==> src/rtl/adder_pkg.sv <==
// Shared definitions for the bit-serial datapath adders.
// Holds the 2-bit state encoding used by the serial adder controller.
package adder_pkg;

    typedef enum logic [1:0] {
        IDLE = 2'd0,
        RUN  = 2'd1,
        DONE = 2'd2
    } state_t;

endpackage

==> src/rtl/full_adder.sv <==
// Single-bit full-adder cell.
// Purely combinational, zero latency, no flow control.
module full_adder (
    input  logic A,
    input  logic B,
    input  logic Cin,
    output logic S,
    output logic Cout
);

    assign S    = A ^ B ^ Cin;
    assign Cout = (A & B) | (A & Cin) | (B & Cin);

endmodule

==> src/rtl/serial_adder.sv <==
// Bit-serial adder: X + Y + cin computed LSB-first through one full-adder cell.
// Latency WIDTH+1 cycles from accepted start to done; start ignored while busy, no queuing.
module serial_adder
    import adder_pkg::*;
#(
    parameter int WIDTH = 8
) (
    input  logic             clk,
    input  logic             rst,
    input  logic             start,
    input  logic [WIDTH-1:0] X,
    input  logic [WIDTH-1:0] Y,
    input  logic             cin,
    output logic             busy,
    output logic             done,
    output logic [WIDTH-1:0] S,
    output logic             C
);

    localparam int CW = $clog2(WIDTH + 1);
    localparam logic [CW-1:0] LAST_BIT = CW'(WIDTH - 1);

    state_t           state;
    logic [WIDTH-1:0] a_sr;
    logic [WIDTH-1:0] b_sr;
    logic [WIDTH-1:0] res_sr;
    logic             carry;
    logic [CW-1:0]    cnt;

    logic             fa_s;
    logic             fa_c;
    logic [WIDTH-1:0] res_nxt;

    full_adder u_fa (
        .A    (a_sr[0]),
        .B    (b_sr[0]),
        .Cin  (carry),
        .S    (fa_s),
        .Cout (fa_c)
    );

    // Sum bits enter from the MSB so after WIDTH shifts bit 0 sits at the LSB.
    generate
        if (WIDTH == 1) begin : g_res_w1
            assign res_nxt = fa_s;
        end else begin : g_res_wn
            assign res_nxt = {fa_s, res_sr[WIDTH-1:1]};
        end
    endgenerate

    always_ff @(posedge clk) begin
        if (rst) begin
            state  <= IDLE;
            a_sr   <= '0;
            b_sr   <= '0;
            res_sr <= '0;
            carry  <= 1'b0;
            cnt    <= '0;
            busy   <= 1'b0;
            done   <= 1'b0;
            S      <= '0;
            C      <= 1'b0;
        end else begin
            case (state)
                IDLE, DONE: begin
                    done <= 1'b0;
                    if (start) begin
                        a_sr  <= X;
                        b_sr  <= Y;
                        carry <= cin;
                        cnt   <= '0;
                        busy  <= 1'b1;
                        state <= RUN;
                    end else begin
                        busy  <= 1'b0;
                        state <= IDLE;
                    end
                end
                RUN: begin
                    res_sr <= res_nxt;
                    carry  <= fa_c;
                    a_sr   <= a_sr >> 1;
                    b_sr   <= b_sr >> 1;
                    cnt    <= cnt + CW'(1);
                    if (cnt == LAST_BIT) begin
                        // S/C only change here, so they survive a following operation.
                        S     <= res_nxt;
                        C     <= fa_c;
                        busy  <= 1'b0;
                        done  <= 1'b1;
                        state <= DONE;
                    end
                end
                default: begin
                    busy  <= 1'b0;
                    done  <= 1'b0;
                    state <= IDLE;
                end
            endcase
        end
    end

endmodule

==> config.mk <==
export PLATFORM = sky130hd
export DESIGN_NAME = serial_adder
export DESIGN_NICKNAME = d
export VERILOG_FILES = /design/src/rtl/adder_pkg.sv /design/src/rtl/full_adder.sv /design/src/rtl/serial_adder.sv
export SDC_FILE = /design/constraint.sdc
export NUM_CORES = 1
export LEC_CHECK = 0
export CORE_MARGIN = 2
export CORE_UTILIZATION = 50
export CTS_CLUSTER_SIZE = 16
export DETAILED_ROUTE_END_ITERATION = 8
export PLACE_DENSITY = 0.77
export SLEW_MARGIN = 20
export SYNTH_ARGS = -nofsm -noshare
export SYNTH_HDL_FRONTEND = slang
export SYNTH_SLANG_ARGS = --single-unit
==> constraint.sdc <==
create_clock -name clk -period 1.4 [get_ports clk]
set_input_delay 0.35 -clock clk [delete_from_list [all_inputs] [get_ports clk]]
set_output_delay 0.35 -clock clk [all_outputs]
set_load 0.005 [all_outputs]
==> results.rst, run 1 <==
.. list-table::
   :header-rows: 1

   * - Metric
     - Value
   * - Source-to-sink clock delay at the later pin of the worst-skew pair
     - about 0.37 ns
   * - Num Clock Sinks
     - 40
   * - Endpoints failing setup
     - 0
   * - Combinational share of power
     - 0.133
   * - Grt ovf
     - 0
   * - Core region area
     - between 0.003 and 0.004 mm2
   * - Clk network pwr share
     - 0.285
   * - Clock Pin Slew Worst Setup and Hold Paths
     - roughly 0.13 ns
   * - Number of cells on the worst hold path
     - 2
   * - Worst endpoint required time
     - about 1.7 ns
   * - Relative contribution of sequential cells to total power
     - 0.581
   * - Library cell used as clock root buffer
     - sky130_fd_sc_hd__clkbuf_4
   * - Number of vias after detailed routing
     - about 1400
   * - Die outline height
     - around 61 um
   * - CTS tree
     - done
   * - Max Cap Viol
     - 0
   * - Detailed-route wire length per cell
     - 13.2 um
   * - Type of origin of the critical path
     - flop
   * - Total power divided by cell area
     - between 1000 and 1500 mW/mm2
   * - Initial standard-cell utilization of the core
     - 0.527
   * - Net count of the finished layout
     - between 200 and 250
   * - Wire length of the first global-routing pass
     - 5750 um
   * - Worst EP arrival
     - about 1.6 ns
   * - Number of buffer and inverter instances along the worst setup path
     - 1
   * - Fraction of layout instances using a drive strength above 1
     - 0.166
   * - Yosys Warn Count
     - 0
   * - Total Routing Usage GR
     - 0.212
   * - Total Die Area
     - ~0.0037 mm2
   * - Layout overhead on the synthesized area
     - 25.4%
   * - Sequential cell area fraction in the yosys report
     - 0.493
   * - Path class of the lowest-slack min-delay path
     - flop to flop
   * - Antenna violations before repair
     - 0
   * - Pin count of the biggest net entering global routing
     - 31
   * - Critical path capture point type
     - flop
   * - Transition at the pin with the smallest max-transition slack
     - 0.219 ns
   * - CTS hold repair buffers
     - 0
   * - Gpl congestion
     - just under 0.8
   * - R2r worst-path depth
     - 5
   * - Clk_skew
     - 0.0126 ns
   * - Slowest CP cell
     - sky130_fd_sc_hd__dfxtp_1
   * - Outcome
     - completed
   * - Worst Path Class, Setup
     - flop to flop
   * - Iter 0 DRT Violations
     - 65
   * - Max FO, Critical Path
     - 7
   * - Routed via count divided by cell count
     - 5.47
   * - Number of optimization iterations in the first detailed-route pass
     - 4
   * - Number of rows in the core area
     - 20
   * - Number of top-level pins
     - 31
   * - Maximum VDD drop
     - 0.666 mV
   * - Avg Inst Size Synth
     - 8.87 um2
   * - Lkg Pwr
     - 0.771 nW
   * - WP depth
     - 5
   * - Setup Total Neg Slack
     - 0 ns
   * - Synthesized netlist cell count
     - 183
   * - Net switching power
     - 567 uW
   * - Worst slew margin relative to its limit
     - 0.852
   * - Total power
     - between 2 and 2.5 mW
   * - Vias in the first global route
     - between 1000 and 1500
   * - DRT antenna net count
     - 0
   * - Register bit count reported by yosys
     - 40
   * - Final-layout worst hold slack
     - approximately 0.47 ns
   * - Post-synthesis cell type count
     - 26
   * - ANT cells
     - 0
   * - CP max stage delay
     - roughly 0.37 ns
   * - Post-Syn Area
     - around 0.0016 mm2
   * - Net switching share of the total power
     - 0.273
   * - Endpoints failing hold
     - 0
   * - Minimum clock period after layout
     - about 1.3 ns
   * - Number of H-tree branching levels
     - 2
   * - Drt total wl
     - between 3000 and 4000 um
   * - Crit share post-route
     - 0.943
   * - Cell family contributing the most delay on the critical path
     - flip-flops
   * - Slew Limit Fails
     - 0
   * - Final HPWL DP
     - about 2300 um
   * - Net Count, Synth
     - roughly 200
   * - Internal portion of total power
     - 1.51 mW
   * - CP Cell Sequence
     - ha_1 -> nand3b_1 -> buf_4 -> o21ai_0 -> a21oi_1
   * - Highest attainable clock frequency
     - about 760 MHz
   * - Clock Tree Buf Depth
     - 2
   * - Setup repair after global routing missed its margin
     - no
   * - Slack of the worst reg-to-reg path
     - 0.08 ns
   * - Width of the die
     - 61.0 um
   * - Residual DRC
     - 0
   * - Port Buffer Count
     - 30
   * - Number of buffers added by the clock tree synthesis step
     - 5
power by group through the flow:
stage | Clock (mW) | Combinational, mW | Sequential, mW
floorplan | 0 | 0.179 | 1.23
global placement | 0 | 0.259 | 1.23
detailed placement | 0 | 0.268 | 1.23
CTS | 0.606 | 0.273 | 1.21
global route | 0.652 | 0.302 | 1.21
finish | 0.592 | 0.276 | 1.21
logic make-up after synthesis:
| logic type | Yosys count | synth area share |
|---|---|---|
| buffers and inverters | 18 | 0.0771 |
| adder cells (fa/ha/maj) | 2 | 0.0200 |
| flip-flops | 40 | 0.493 |
| AO/OA/AOI/OAI | 62 | 0.216 |
| AND/OR/NAND/NOR | 59 | 0.177 |
| multiplexers | 2 | 0.0162 |
per-layer routing:
layer  wire length (um)  GRT usage
met1               1520      0.255
met2               1700      0.350
met3                169     0.0640
met4                 63     0.0932
met5                  0          0
layout by cell type (no fill, tap or decap), types with 2 or more instances in the layout:
cell type                         count
sky130_fd_sc_hd__nand3_1             28
sky130_fd_sc_hd__a22oi_1             15
sky130_fd_sc_hd__clkinv_2             2
sky130_fd_sc_hd__nand2_1             17
sky130_fd_sc_hd__o21ai_0              8
sky130_fd_sc_hd__nor3_1               2
sky130_fd_sc_hd__dfxtp_1             29
sky130_fd_sc_hd__a21oi_1             37
sky130_fd_sc_hd__nand2b_1             3
sky130_fd_sc_hd__dfxtp_2             11
sky130_fd_sc_hd__buf_4               12
sky130_fd_sc_hd__nor2_1               3
sky130_fd_sc_hd__clkbuf_4             5
sky130_fd_sc_hd__dlygate4sd2_1       11
sky130_fd_sc_hd__clkdlybuf4s50_1     19
what timing repair did:
action,4_1_cts,5_1_grt
gates resized for setup,22,3
setup endpoints to repair,12,4
setup buffers,4,0
pin swaps,1,0
path summary, 6_finish.rpt:
check | startpoint | to
setup / recovery | cnt[1] | C
hold reg to reg | res_sr[6] | res_sr[5]
hold / removal | res_sr[6] | res_sr[5]
setup reg to reg | cnt[1] | C
worst register-to-register path: stages, from the launching register on:
cell                       delay [ns]
sky130_fd_sc_hd__dfxtp_1         0.37
sky130_fd_sc_hd__ha_1            0.21
sky130_fd_sc_hd__nand3b_1        0.11
sky130_fd_sc_hd__buf_4           0.17
sky130_fd_sc_hd__o21ai_0         0.22
sky130_fd_sc_hd__a21oi_1         0.12
metrics by stage:
stage | util | setup slack (ns) | cells | instance area (um2)
after floorplan | - | 0.245 | 183 | 1620
after global placement | 0.630 | -0.201 | 249 | 1940
after detailed placement | 0.630 | -0.289 | 249 | 1940
after CTS | 0.659 | 0.0560 | 261 | 2030
after global routing | 0.661 | 0.00695 | 261 | 2030
final | 0.661 | 0.0795 | 261 | 2030
cells in the mapped netlist:
cell,count,share of area
sky130_fd_sc_hd__a211oi_1,1,0.0046
sky130_fd_sc_hd__nand2b_1,3,0.012
sky130_fd_sc_hd__a21oi_1,37,0.11
sky130_fd_sc_hd__o21ai_0,8,0.025
sky130_fd_sc_hd__nand4_1,1,0.0039
sky130_fd_sc_hd__clkbuf_1,2,0.0046
sky130_fd_sc_hd__dfxtp_1,40,0.49
sky130_fd_sc_hd__nor2_1,3,0.0069
sky130_fd_sc_hd__ha_1,1,0.0077
sky130_fd_sc_hd__mux2_1,1,0.0069
sky130_fd_sc_hd__and2b_1,1,0.0046
sky130_fd_sc_hd__nor3_1,2,0.0062
sky130_fd_sc_hd__buf_1,1,0.0023
sky130_fd_sc_hd__and3b_1,1,0.0054
sky130_fd_sc_hd__fa_1,1,0.012
sky130_fd_sc_hd__o21ai_1,1,0.0031
sky130_fd_sc_hd__a22oi_1,15,0.069
sky130_fd_sc_hd__buf_6,3,0.021
sky130_fd_sc_hd__nor3b_1,1,0.0046
sky130_fd_sc_hd__buf_4,8,0.037
sky130_fd_sc_hd__nand2_1,17,0.039
sky130_fd_sc_hd__mux2_4,1,0.0092
sky130_fd_sc_hd__nand3_1,28,0.086
sky130_fd_sc_hd__nor2b_1,1,0.0039
sky130_fd_sc_hd__nand3b_1,1,0.0046
sky130_fd_sc_hd__buf_2,4,0.012
sequential cells by signal (all words and copies together), names as in the netlist:
| register | flops |
|---|---|
| cnt | 4 |
| done | 1 |
| b_sr | 8 |
| carry | 1 |
| res_sr | 7 |
| state | 2 |
| S | 8 |
| a_sr | 8 |
| C | 1 |
area by class of cell:
type	count	area, um2
Sequential cell	40	815
Clock inverter	3	18.8
Timing Repair Buffer	44	408
Tap cell	44	55.1
Fill cell	266	1040
Clock buffer	5	37.5
Multi-Input combinational cell	125	701
Power figures use the tool's default switching activity.
==> run 2, diff against run 1 <==
CORE_UTILIZATION = 55   (was 50)
DONT_BUFFER_PORTS = 1   (was unset)
PLACE_DENSITY = 0.7   (was 0.77)
==> run 2 against run 1 <==
Utilization decreased by 6.3 points; combinational power is 34% lower; non-clock buffer count shrank 35; flip-flop and latch count stayed put; largest power group unchanged; clock skew fell by 0.011 ns; total power down 5.3%; critical path type unchanged; die area is 8.5% lower; critical endpoint is now S[6]; clock power is 3% lower; register-to-register slack is essentially flat; worst hold slack lost 0.39 ns.
==> results.rst, run 2 (synthesis results as in run 1) <==
.. list-table::
   :header-rows: 1

   * - Metric
     - Value
   * - Crit share post-route
     - 0.936
   * - Number of vias after detailed routing
     - between 1000 and 1500
   * - Iter 0 DRT Violations
     - between 70 and 80
   * - Source-to-sink clock delay at the later pin of the worst-skew pair
     - approximately 0.32 ns
   * - Fraction of layout instances using a drive strength above 1
     - 0.0879
   * - Total Routing Usage GR
     - 0.196
   * - Worst Path Class, Setup
     - flop to flop
   * - Wire length of the first global-routing pass
     - slightly above 5000 um
   * - Type of origin of the critical path
     - flop
   * - Highest attainable clock frequency
     - around 760 MHz
   * - Net count of the finished layout
     - 203
   * - Drt total wl
     - about 3000 um
   * - Width of the die
     - 58.3 um
   * - Path class of the lowest-slack min-delay path
     - primary input to flop
   * - Number of rows in the core area
     - 19
   * - Pin count of the biggest net entering global routing
     - 42
   * - Slew Limit Fails
     - 0
   * - Largest registers in the final layout
     - S (8), a_sr (8), b_sr (8)
   * - Library cell used as clock root buffer
     - sky130_fd_sc_hd__clkbuf_4
   * - Setup Total Neg Slack
     - 0 ns
   * - Minimum clock period after layout
     - approximately 1.3 ns
   * - Setup repair after global routing missed its margin
     - no
   * - CTS hold repair buffers
     - 0
   * - Total power divided by cell area
     - ~1200 mW/mm2
   * - Grt ovf
     - 0
   * - Number of H-tree branching levels
     - 2
   * - DRT antenna net count
     - 0
   * - Clock Tree Buf Depth
     - 2
   * - Max Cap Viol
     - 0
   * - Placed Instance Area
     - roughly 0.0016 mm2
   * - Total Die Area
     - around 0.0034 mm2
   * - Port Buffer Count
     - 0
   * - Endpoints failing hold
     - 0
   * - Final setup slack of the worst path
     - between 0.08 and 0.09 ns
   * - Vias in the first global route
     - between 1000 and 1500
   * - Detailed-route wire length per cell
     - approximately 14 um
   * - Origin of the worst min-delay path
     - rst
   * - Number of buffers added by the clock tree synthesis step
     - 5
   * - Beginning of the worst register-to-register path
     - cnt[0]
   * - Residual DRC
     - 0
   * - Clk_skew
     - ~0.0016 ns
   * - Initial standard-cell utilization of the core
     - 0.583
   * - Post-layout util
     - 0.598
   * - Die outline height
     - between 50 and 60 um
   * - Endpoints failing setup
     - 0
   * - Clock Pin Slew Worst Setup and Hold Paths
     - about 0.10 ns
   * - Number of optimization iterations in the first detailed-route pass
     - 4
   * - Routed via count divided by cell count
     - a little over 6
   * - Final HPWL DP
     - 2020 um
   * - Antenna violations before repair
     - 0
   * - Max FO, Critical Path
     - 10
   * - Worst slew margin relative to its limit
     - 0.734
   * - Placement Setup Slack
     - ~0.053 ns
   * - Total power
     - 1.96 mW
   * - Outcome
     - completed
   * - Top library cells by usage in the layout, fill and taps aside
     - sky130_fd_sc_hd__dfxtp_1, sky130_fd_sc_hd__a21oi_1, sky130_fd_sc_hd__nand3_1
   * - Layout overhead on the synthesized area
     - 2.47%
   * - Critical path capture point type
     - flop
   * - Number of top-level pins
     - 31
   * - Lkg Pwr
     - between 0.5 and 0.6 nW
   * - Core region area
     - approximately 0.0028 mm2
   * - Worst EP arrival
     - 1.57 ns
   * - Finished layout cell area
     - 0.00166 mm2
   * - Number of fill cells
     - about 260
   * - Num Clock Sinks
     - 40
   * - Gpl congestion
     - 0.799
   * - ANT cells
     - 0
   * - Worst endpoint required time
     - between 1.5 and 2 ns
   * - Most common cell after layout, fill and taps aside
     - sky130_fd_sc_hd__dfxtp_1
   * - Maximum VDD drop
     - roughly 0.96 mV
   * - Worst setup path start
     - cnt[0]
   * - CTS tree
     - done
   * - Transition at the pin with the smallest max-transition slack
     - between 0.3 and 0.4 ns
run 2: changes by cell type in the layout (fill, tap and decap cells not counted), sizes merged:
cell and delta:
clkbuf +3, clkinv -3, buf -5, clkdlybuf4s50 -19, dlygate4sd2 -11
run 2: cell type report:
class	instances	area, um2	area share
Sequential cell	40	801	0.482
Multi-Input combinational cell	125	697	0.419
Timing Repair Buffer	9	67.6	0.0406
Clock buffer	8	58.8	0.0354
Tap cell	31	38.8	0.0233
run 2: timing repair:
action	in CTS	in global routing
setup buffers	0	1
endpoints found under the setup margin	0	10
gates resized for setup	0	0
run 2: layer usage:
layer / vias up / wire [um] / track usage
li1: 648 / - / -
met1: 599 / 1320 / 0.235
met2: 39 / 1480 / 0.319
met3: 2 / 184 / 0.0769
met4: 0 / 16 / 0.0664
met5: - / 0 / 0
run 2: worst max-delay path, stage by stage (launching register included):
cell and delay [ns]:
sky130_fd_sc_hd__dfxtp_1 0.38, sky130_fd_sc_hd__ha_1 0.22, sky130_fd_sc_hd__and3b_1 0.38, sky130_fd_sc_hd__nand3_1 0.13, sky130_fd_sc_hd__a21oi_1 0.14
run 2: path summary, 6_finish.rpt:
kind | cells past startpoint | end | slack (ns)
min | 1 | state[0] | 0.08
max | 4 | S[6] | 0.09
min reg2reg | 2 | res_sr[1] | 0.47
max reg2reg | 4 | S[6] | 0.09
run 2: where the power goes:
| part | internal [mW] | switching, mW |
|---|---|---|
| clock | 0.248 | 0.326 |
| combinational | 0.0722 | 0.111 |
| sequential | 1.18 | 0.0267 |
run 2: stage by stage:
stage          std cells  hold WS (ns)
2_1_floorplan        183         0.437
3_3_place_gp         204         0.424
3_5_place_dp         204         0.426
4_1_cts              212        0.0627
5_1_grt              213        0.0308
6_report             213        0.0823
==> run 3, diff against run 2 <==
CELL_PAD_IN_SITES_DETAIL_PLACEMENT = 0   (was unset)
CELL_PAD_IN_SITES_GLOBAL_PLACEMENT = 2   (was unset)
CORE_UTILIZATION = 33   (was 55)
PLACE_DENSITY = unset   (was 0.7)
PLACE_DENSITY_LB_ADDON = 0.1   (was unset)
clock period = 1.2 ns   (was 1.4 ns; I/O delays follow)
==> run 3 against run 2 <==
Critical path depth decreased by 1; combinational power increased by 44%; sequential power increased by 17%; first-iteration DRC count decreased by 3.9%; via count increased by 4.3%; non-clock buffer count increased by 4.
==> results.rst, run 3 (synthesis results as in run 1) <==
.. list-table::
   :header-rows: 1

   * - Metric
     - Value
   * - Outcome
     - completed
   * - Number of optimization iterations in the first detailed-route pass
     - 4
   * - Final HPWL DP
     - 2330 um
   * - Largest registers in the final layout
     - S (8), a_sr (8), b_sr (8)
   * - Number of buffers added for setup after CTS
     - 0
   * - Internal portion of total power
     - between 2 and 2.5 mW
   * - Clock Tree Buf Depth
     - 2
   * - Endpoints failing hold
     - 0
   * - Width of the die
     - approximately 74 um
   * - Number of fill cells
     - between 400 and 500
   * - Core region area
     - approximately 0.0047 mm2
   * - Drt total wl
     - 3690 um
   * - Top library cells by usage in the layout, fill and taps aside
     - sky130_fd_sc_hd__dfxtp_1, sky130_fd_sc_hd__a21oi_1, sky130_fd_sc_hd__nand3_1
   * - Initial standard-cell utilization of the core
     - 0.344
   * - Routed via count divided by cell count
     - roughly 5.3
   * - Total power divided by cell area
     - around 1500 mW/mm2
   * - Net switching power
     - 665 uW
   * - Number of top-level pins
     - 31
   * - Worst EP arrival
     - about 1.4 ns
   * - DRT antenna net count
     - 0
   * - Highest attainable clock frequency
     - 865 MHz
   * - ANT cells
     - 0
   * - Fraction of layout instances using a drive strength above 1
     - 0.209
   * - Max Cap Viol
     - 0
   * - CP Cell Sequence
     - nand2b_1 -> mux2_1 -> a211oi_1
   * - Worst Path Class, Setup
     - flop to flop
   * - Worst slew margin relative to its limit
     - 0.843
   * - Path class of the lowest-slack min-delay path
     - primary input to flop
   * - Net count of the finished layout
     - ~210
   * - Maximum VDD drop
     - approximately 0.63 mV
   * - Net switching share of the total power
     - 0.240
   * - Number of vias after detailed routing
     - 1343
   * - CP max stage delay
     - 0.34 ns
   * - Source-to-sink clock delay at the later pin of the worst-skew pair
     - ~0.3 ns
   * - Vias in the first global route
     - about 1300
   * - Wire length of the first global-routing pass
     - approximately 6000 um
   * - Clock Pin Slew Worst Setup and Hold Paths
     - 0.09 ns
   * - Total Routing Usage GR
     - 0.144
   * - Antenna violations before repair
     - 0
   * - Number of buffers added by the clock tree synthesis step
     - 5
   * - Worst endpoint required time
     - about 1.4 ns
   * - Clk_skew
     - approximately 0.011 ns
   * - Total power
     - 2.77 mW
   * - Port Buffer Count
     - 0
   * - Slew Limit Fails
     - 0
   * - Library cell used as clock root buffer
     - sky130_fd_sc_hd__clkbuf_8
   * - Final-layout worst hold slack
     - between 0.07 and 0.08 ns
   * - Minimum clock period after layout
     - between 1 and 1.5 ns
   * - CTS tree
     - done
   * - Crit share post-route
     - 0.964
   * - Critical path capture point type
     - flop
   * - Max FO, Critical Path
     - 4
   * - Iter 0 DRT Violations
     - 73
   * - Detailed-route wire length per cell
     - approximately 15 um
   * - Type of origin of the critical path
     - flop
   * - Transition at the pin with the smallest max-transition slack
     - 0.235 ns
   * - Layout overhead on the synthesized area
     - 16.8%
   * - Pin count of the biggest net entering global routing
     - 42
   * - Clk network pwr share
     - 0.397
   * - Slowest CP cell
     - sky130_fd_sc_hd__mux2_1
   * - Num Clock Sinks
     - 40
   * - Grt ovf
     - 0
   * - Number of rows in the core area
     - 25
   * - Total Die Area
     - about 0.0055 mm2
   * - Die outline height
     - approximately 74 um
   * - Relative contribution of sequential cells to total power
     - 0.508
   * - Setup Total Neg Slack
     - 0 ns
   * - Lkg Pwr
     - between 0.6 and 0.7 nW
   * - Number of H-tree branching levels
     - 2
   * - Endpoints failing setup
     - 0
   * - Residual DRC
     - 0
   * - Combinational share of power
     - 0.095
   * - Gpl congestion
     - around 0.7
## run 3: cell types whose count changed in the layout (fill, tap and decap cells not counted), moves of 5 or more
cell,change
sky130_fd_sc_hd__a22oi_1,-5
sky130_fd_sc_hd__o21ai_1,+5
sky130_fd_sc_hd__clkbuf_4,-5
sky130_fd_sc_hd__o21ai_0,-7
sky130_fd_sc_hd__a22oi_2,+5
## run 3: worst paths after layout
check	start	endpoint	slack, ns	depth (start not counted)
min	rst	res_sr[2]	0.08	1
min reg2reg	b_sr[2]	b_sr[2]	0.47	2
max reg2reg	state[1]	cnt[2]	0.04	3
max	state[1]	cnt[2]	0.04	3
## run 3: what timing repair did
item,CTS,global route
hold buffers,0,0
endpoints found under the setup margin,10,19
resized for setup,3,24
cloned,0,1
pin swaps,0,1
## run 3: layout make-up
| cell class | count | area [um2] | share of cell area |
|---|---|---|---|
| clock buffers | 5 | 68.8 | 0.0363 |
| clock inverters | 3 | 42.5 | 0.0224 |
| multi-input cells | 126 | 764 | 0.403 |
| flip-flops and latches | 40 | 806 | 0.425 |
| well taps | 67 | 83.8 | 0.0442 |
| repair buffers | 13 | 130 | 0.0686 |
## run 3: worst max-delay path: cells and delay by family (launching register included)
kind	cells	cell delay [ns]
compound gates	1	0.22
mux	1	0.34
flops	1	0.32
simple gates	1	0.19
## run 3: power by group through the flow
stage | clock network (mW) | logic (mW) | registers [mW]
6_report | 1.10 | 0.264 | 1.41
4_1_cts | 1.14 | 0.248 | 1.40
2_1_floorplan | 0 | 0.209 | 1.43
3_3_place_gp | 0 | 0.244 | 1.43
3_5_place_dp | 0 | 0.247 | 1.44
5_1_grt | 1.21 | 0.294 | 1.42
## run 3: routing by layer
metal	part of all wire	routed length (um)	up-vias	global-route usage
met4	0.015	57	0	0.0606
met5	0	0	-	0
li1	-	-	659	-
met1	0.43	1610	648	0.159
met3	0.054	198	6	0.0569
met2	0.50	1830	30	0.246
## run 3: stage by stage
step                      cell area (um2)  worst slack (ns)  std cells   util
after floorplan                      1620            0.0445        183      -
after global placement               1700           -0.0371        245  0.361
after detailed placement             1700           -0.0772        245  0.361
after CTS                            1820           0.00168        253  0.385
after global routing                 1900          -0.00170        254  0.401
final                                1900            0.0436        254  0.401
==> RTL edit 1 (settings of run 3) <==
Add an input register stage for `start`, `X`, `Y` and `cin`, cleared by the reset; this delays them by one clock. Comments in the files are not updated.
--- a/src/rtl/serial_adder.sv
+++ b/src/rtl/serial_adder.sv
@@ -19,6 +19,25 @@
 
     localparam int CW = $clog2(WIDTH + 1);
     localparam logic [CW-1:0] LAST_BIT = CW'(WIDTH - 1);
+
+    logic start_q;
+    logic [WIDTH-1:0] X_q;
+    logic [WIDTH-1:0] Y_q;
+    logic cin_q;
+
+    always_ff @(posedge clk) begin
+        if (rst) begin
+            start_q <= '0;
+            X_q     <= '0;
+            Y_q     <= '0;
+            cin_q   <= '0;
+        end else begin
+            start_q <= start;
+            X_q     <= X;
+            Y_q     <= Y;
+            cin_q   <= cin;
+        end
+    end
 
     state_t           state;
     logic [WIDTH-1:0] a_sr;
@@ -64,10 +83,10 @@
             case (state)
                 IDLE, DONE: begin
                     done <= 1'b0;
-                    if (start) begin
-                        a_sr  <= X;
-                        b_sr  <= Y;
-                        carry <= cin;
+                    if (start_q) begin
+                        a_sr  <= X_q;
+                        b_sr  <= Y_q;
+                        carry <= cin_q;
                         cnt   <= '0;
                         busy  <= 1'b1;
                         state <= RUN;
Check against the original RTL: not equivalent (Yosys sat finds a counterexample within 4 cycles, from zero or initial values and one cycle with rst high).
==> RTL edit 1 against run 3 <==
  * Total power grew 56%
  * Clock power grew 89%
  * Area after synthesis grew 32%
  * Design area grew 37%
  * Combinational power shrank 14%
  * Clock skew shrank 0.0038 ns
  * Routed wire length grew 15%
  * Worst setup slack lost 0.018 ns
  * Sequential cell count grew 18
  * Critical endpoint unchanged
==> RTL edit 1: results (changes against run 3) <==
- Worst path max stage delay: 0.31 ns (-0.03 ns)
- Post-Synthesis Net Count: 240 (+17%)
- Average wire per standard cell: 13.6 um (-6.4%)
- Number of buffers inserted during clock tree synthesis: 9 (+4)
- Via density: 4.88 (-7.6%)
- Detailed placement HPWL: 2570 um (+10%)
- Highest fanout seen on the critical path: 6 (+2)
- Leak Pwr: 0.908 nW (+45%)
- Sequential element share of the synthesized area: 54.2% (+4.9 points)
- Synth top cells by count: 58 x sky130_fd_sc_hd__dfxtp_1, 28 x sky130_fd_sc_hd__a21oi_1, 21 x sky130_fd_sc_hd__nand2b_1
- Post-synth cell types: 23 (-12%)
- RD Place Congestion: 0.686 (-2.3%)
- Share of layout cells above drive strength 1: 19.7% (-1.2 points)
- Layout Skew: 0.00698 ns (-0.00382 ns)
- Setup slack at placement: -0.112 ns (-0.0352 ns)
- Critical path's slowest cell: sky130_fd_sc_hd__dfxtp_1
- Cells taking the most area after synthesis: sky130_fd_sc_hd__dfxtp_1 54%, sky130_fd_sc_hd__a21oi_1 6.5%, sky130_fd_sc_hd__nand2b_1 6.1%, sky130_fd_sc_hd__nor2b_1 5.6%, sky130_fd_sc_hd__a22oi_1 5.3%
- Signal arrival time at the worst endpoint: 1.42 ns (+0.06 ns)
- Worst VDD drop: 820 uV (+31%)
- Wire length of the first global-routing pass: 7190 um (+20%)
- Number of nets in the final layout: 251 (+21%)
- Total routing resource utilization after global routing: 12.9% (-1.5 points)
- Status: complete, no violations
- Largest net degree at the start of global routing: 69 (+64%)
- Delay-heaviest family, CP: flip-flops
- Clock latency on the worst-skew pair: 0.33 ns (+0.03 ns)
- Drt first-iter violations: 47 (-36%)
- NetSw: 0.886 mW (+33%)
- Post-CTS clock slew at the launch and capture registers of the worst setup and hold paths: 0.06 ns (-0.03 ns)
## RTL edit 1: cell types whose count changed after synthesis, sizes merged
cell / delta
dfxtp: +18
nand2b: +18
nor2b: +18
a21oi: -9
mux2i: +9
nand3: -9
o21ai: -9
buf: -5
clkbuf: +4
a211oi: +1
and3b: -1
inv: +1
nor3: -1
## RTL edit 1: cells by family after synthesis
family | synth area share [%]
muxes | 5.26
buffers and inverters | 4.50
and+or+nand+nor | 22.0
AOI/OAI and AO/OA | 12.5
adders and majority gates | 1.52
DFF | 54.2
## RTL edit 1: metal layers
metal	track usage [%]	routed length [um]
met2	21.2	2080
met3	4.23	179
met5	0	0
met4	7.50	95
met1	14.6	1870
## RTL edit 1: layout make-up
type / instances / area, um^2
flip-flops and latches: 58 / 1170
multi-input cells: 143 / 938
fillers: 650 / 3710
well taps: 77 / 96.3
clock buffers: 12 / 165
clock inverters: 4 / 72.6
repair buffers: 16 / 160
inverters: 1 / 3.75
## RTL edit 1: power groups by stage
stage | registers [mW] | clock network (mW) | logic [mW]
floorplan | 2.05 | 0 | 0.170
global placement | 2.05 | 0 | 0.206
detailed placement | 2.05 | 0 | 0.212
CTS | 2.01 | 2.14 | 0.216
global route | 2.02 | 2.25 | 0.251
finish | 2.01 | 2.08 | 0.227
## RTL edit 1: worst paths after layout
path | from | to | slack, ns | cells past startpoint
max | start_q$_SDFF_PP0_ | cnt[2]$_SDFFE_PP0P_ | 0.03 | 4
min | rst | state[0]$_SDFFE_PP0P_ | 0.04 | 1
max reg2reg | start_q$_SDFF_PP0_ | cnt[2]$_SDFFE_PP0P_ | 0.03 | 4
min reg2reg | X_q[7]$_SDFF_PP0_ | a_sr[7]$_SDFFE_PP0P_ | 0.44 | 2
## RTL edit 1: metrics by stage
stage	power [mW]	hold WS, ns	util [%]	area (um^2)	instances
2_1_floorplan	2.22	0.417	-	2160	218
3_3_place_gp	2.26	0.371	36.1	2280	291
3_5_place_dp	2.26	0.373	36.1	2280	291
4_1_cts	4.36	0.0243	40.4	2550	310
5_1_grt	4.52	0.0169	41.2	2600	311
6_report	4.32	0.0432	41.2	2600	311
## RTL edit 1: repair_timing
action                     in CTS  in global routing
hold buffers                    0                  0
setup endpoints to repair      13                 15
gates cloned                    1                  0
resized for setup               3                 10
buffers inserted                2                  1
pin swaps                       2                  3
==> RTL edit 2 (settings of run 3) <==
Made on the original files. The parameter `WIDTH` goes from 8 to 4.
--- a/src/rtl/serial_adder.sv
+++ b/src/rtl/serial_adder.sv
@@ -3,7 +3,7 @@
 module serial_adder
     import adder_pkg::*;
 #(
-    parameter int WIDTH = 8
+    parameter int WIDTH = 4
 ) (
     input  logic             clk,
     input  logic             rst,
Ports: changed (resized S, X and Y); port bits go from 31 to 19. No check against the original RTL was run, so the function may have changed too.
==> RTL edit 2 against run 3 <==
  * The run now ends with setup timing left
  * Core utilization down 0.36 points
  * First-iteration DRC count down 77%
  * Final cell count down 45%
  * Area after synthesis down 42%
  * Sequential cell count down 17
  * Design area down 43%
  * Global-route usage down 2.2 points
  * Routed wire length down 47%
  * Worst setup slack worse by 0.053 ns
  * Critical path depth up 3
  * Largest power group unchanged
  * Total power down 51%
  * Fmax down 4.4%
  * Critical path type unchanged
==> RTL edit 2: results (changes against run 3) <==
- Status: complete, but fails checks
- Violations in the final reports: setup timing
- Total routing resource utilization after global routing: 12.2% (-2.2 points)
- Non-clock buffer count: 9 (-4)
- Sequential cell area: 468 um^2 (-42%)
- Largest net degree at the start of global routing: 24 (-43%)
- Total area of multi-input combinational cells: 480 um^2 (-37%)
- Synth top cells by count: 23 x sky130_fd_sc_hd__dfxtp_1, 18 x sky130_fd_sc_hd__nor2_1, 16 x sky130_fd_sc_hd__nand2_1
- Clock network contribution to total cell area: 2.53% (-3.3 points)
- Share of layout cells above drive strength 1: 22.2% (+1.4 points)
- Worst VDD drop: 601 uV (-3.9%)
- Routing usage on met3: 2.49% (-3.2 points)
- CTS root buf: sky130_fd_sc_hd__clkbuf_4
- RD Place Congestion: 0.688 (-2.0%)
- Leak Pwr: 0.450 nW (-28%)
- Signal inverters: 1 (+1)
- Highest fanout seen on the critical path: 5 (+1)
- Synthesized area per cell: 9.25 um^2 (+4.3%)
- Number of vias in the routed layout: 735 (-45%)
- Number of nets in the final layout: 124 (-40%)
- H-tree depth: 1 (-1)
- Number of setup violations in the final report: 5 (+5)
- Final setup slack of the worst path: -0.00923 ns (-0.0528 ns)
- Sequential element share of the synthesized area: 48.8% (-0.54 points)
- Total length of routed wires: 1940 um (-47%)
- Wire length of the first global-routing pass: 3120 um (-48%)
- Final design utilization: 39.8% (-0.36 points)
## RTL edit 2: routing by layer
layer  wire [um]  share of wire (%)
met2         899                 46
met3         107                5.5
met5           0                  0
met1         916                 47
met4          17               0.88
## RTL edit 2: repair_timing
item                       CTS  global route
setup endpoints to repair    6            11
resized for setup            2             7
cloned                       0             1
pin swaps                    0             1
## RTL edit 2: worst max-delay path, stage by stage (launching register included)
cell and delay, ns:
sky130_fd_sc_hd__dfxtp_2 0.36, sky130_fd_sc_hd__ha_4 0.16, sky130_fd_sc_hd__ha_4 0.15, sky130_fd_sc_hd__nand3b_1 0.09
sky130_fd_sc_hd__buf_6 0.14, sky130_fd_sc_hd__mux2i_1 0.18, sky130_fd_sc_hd__nor2_1 0.05
## RTL edit 2: kinds of logic after synthesis
family,synth area share [%]
buffers and inverters,5.30
multiplexers,8.49
adder cells (fa/ha/maj),4.77
flip-flops,48.8
AND/OR/NAND/NOR,22.5
AO/OA/AOI/OAI,10.1
## RTL edit 2: final timing paths
kind	to	slack [ns]	cells after the start
worst max-delay path	C$_SDFFE_PP0P_	-0.009	6
worst max register to register	C$_SDFFE_PP0P_	-0.009	6
worst min-delay path	cnt[0]$_SDFFE_PP0P_	0.03	1
worst min register to register	a_sr[3]$_SDFFE_PP0P_	0.47	2
## RTL edit 2: metrics by stage
step | TNS, ns | hold slack (ns)
finish | -0.0377 | 0.0323
global route | -0.367 | 0.000152
CTS | -0.0746 | 0.0138
detailed placement | -0.0430 | 0.366
global placement | -0.0159 | 0.369
floorplan | -0.131 | 0.372
## RTL edit 2: power breakdown
group / switching, mW / leakage [nW] / internal (mW)
clock: 0.233 / 0.0177 / 0.124
combinational: 0.0873 / 0.243 / 0.0822
sequential: 0.0303 / 0.190 / 0.803
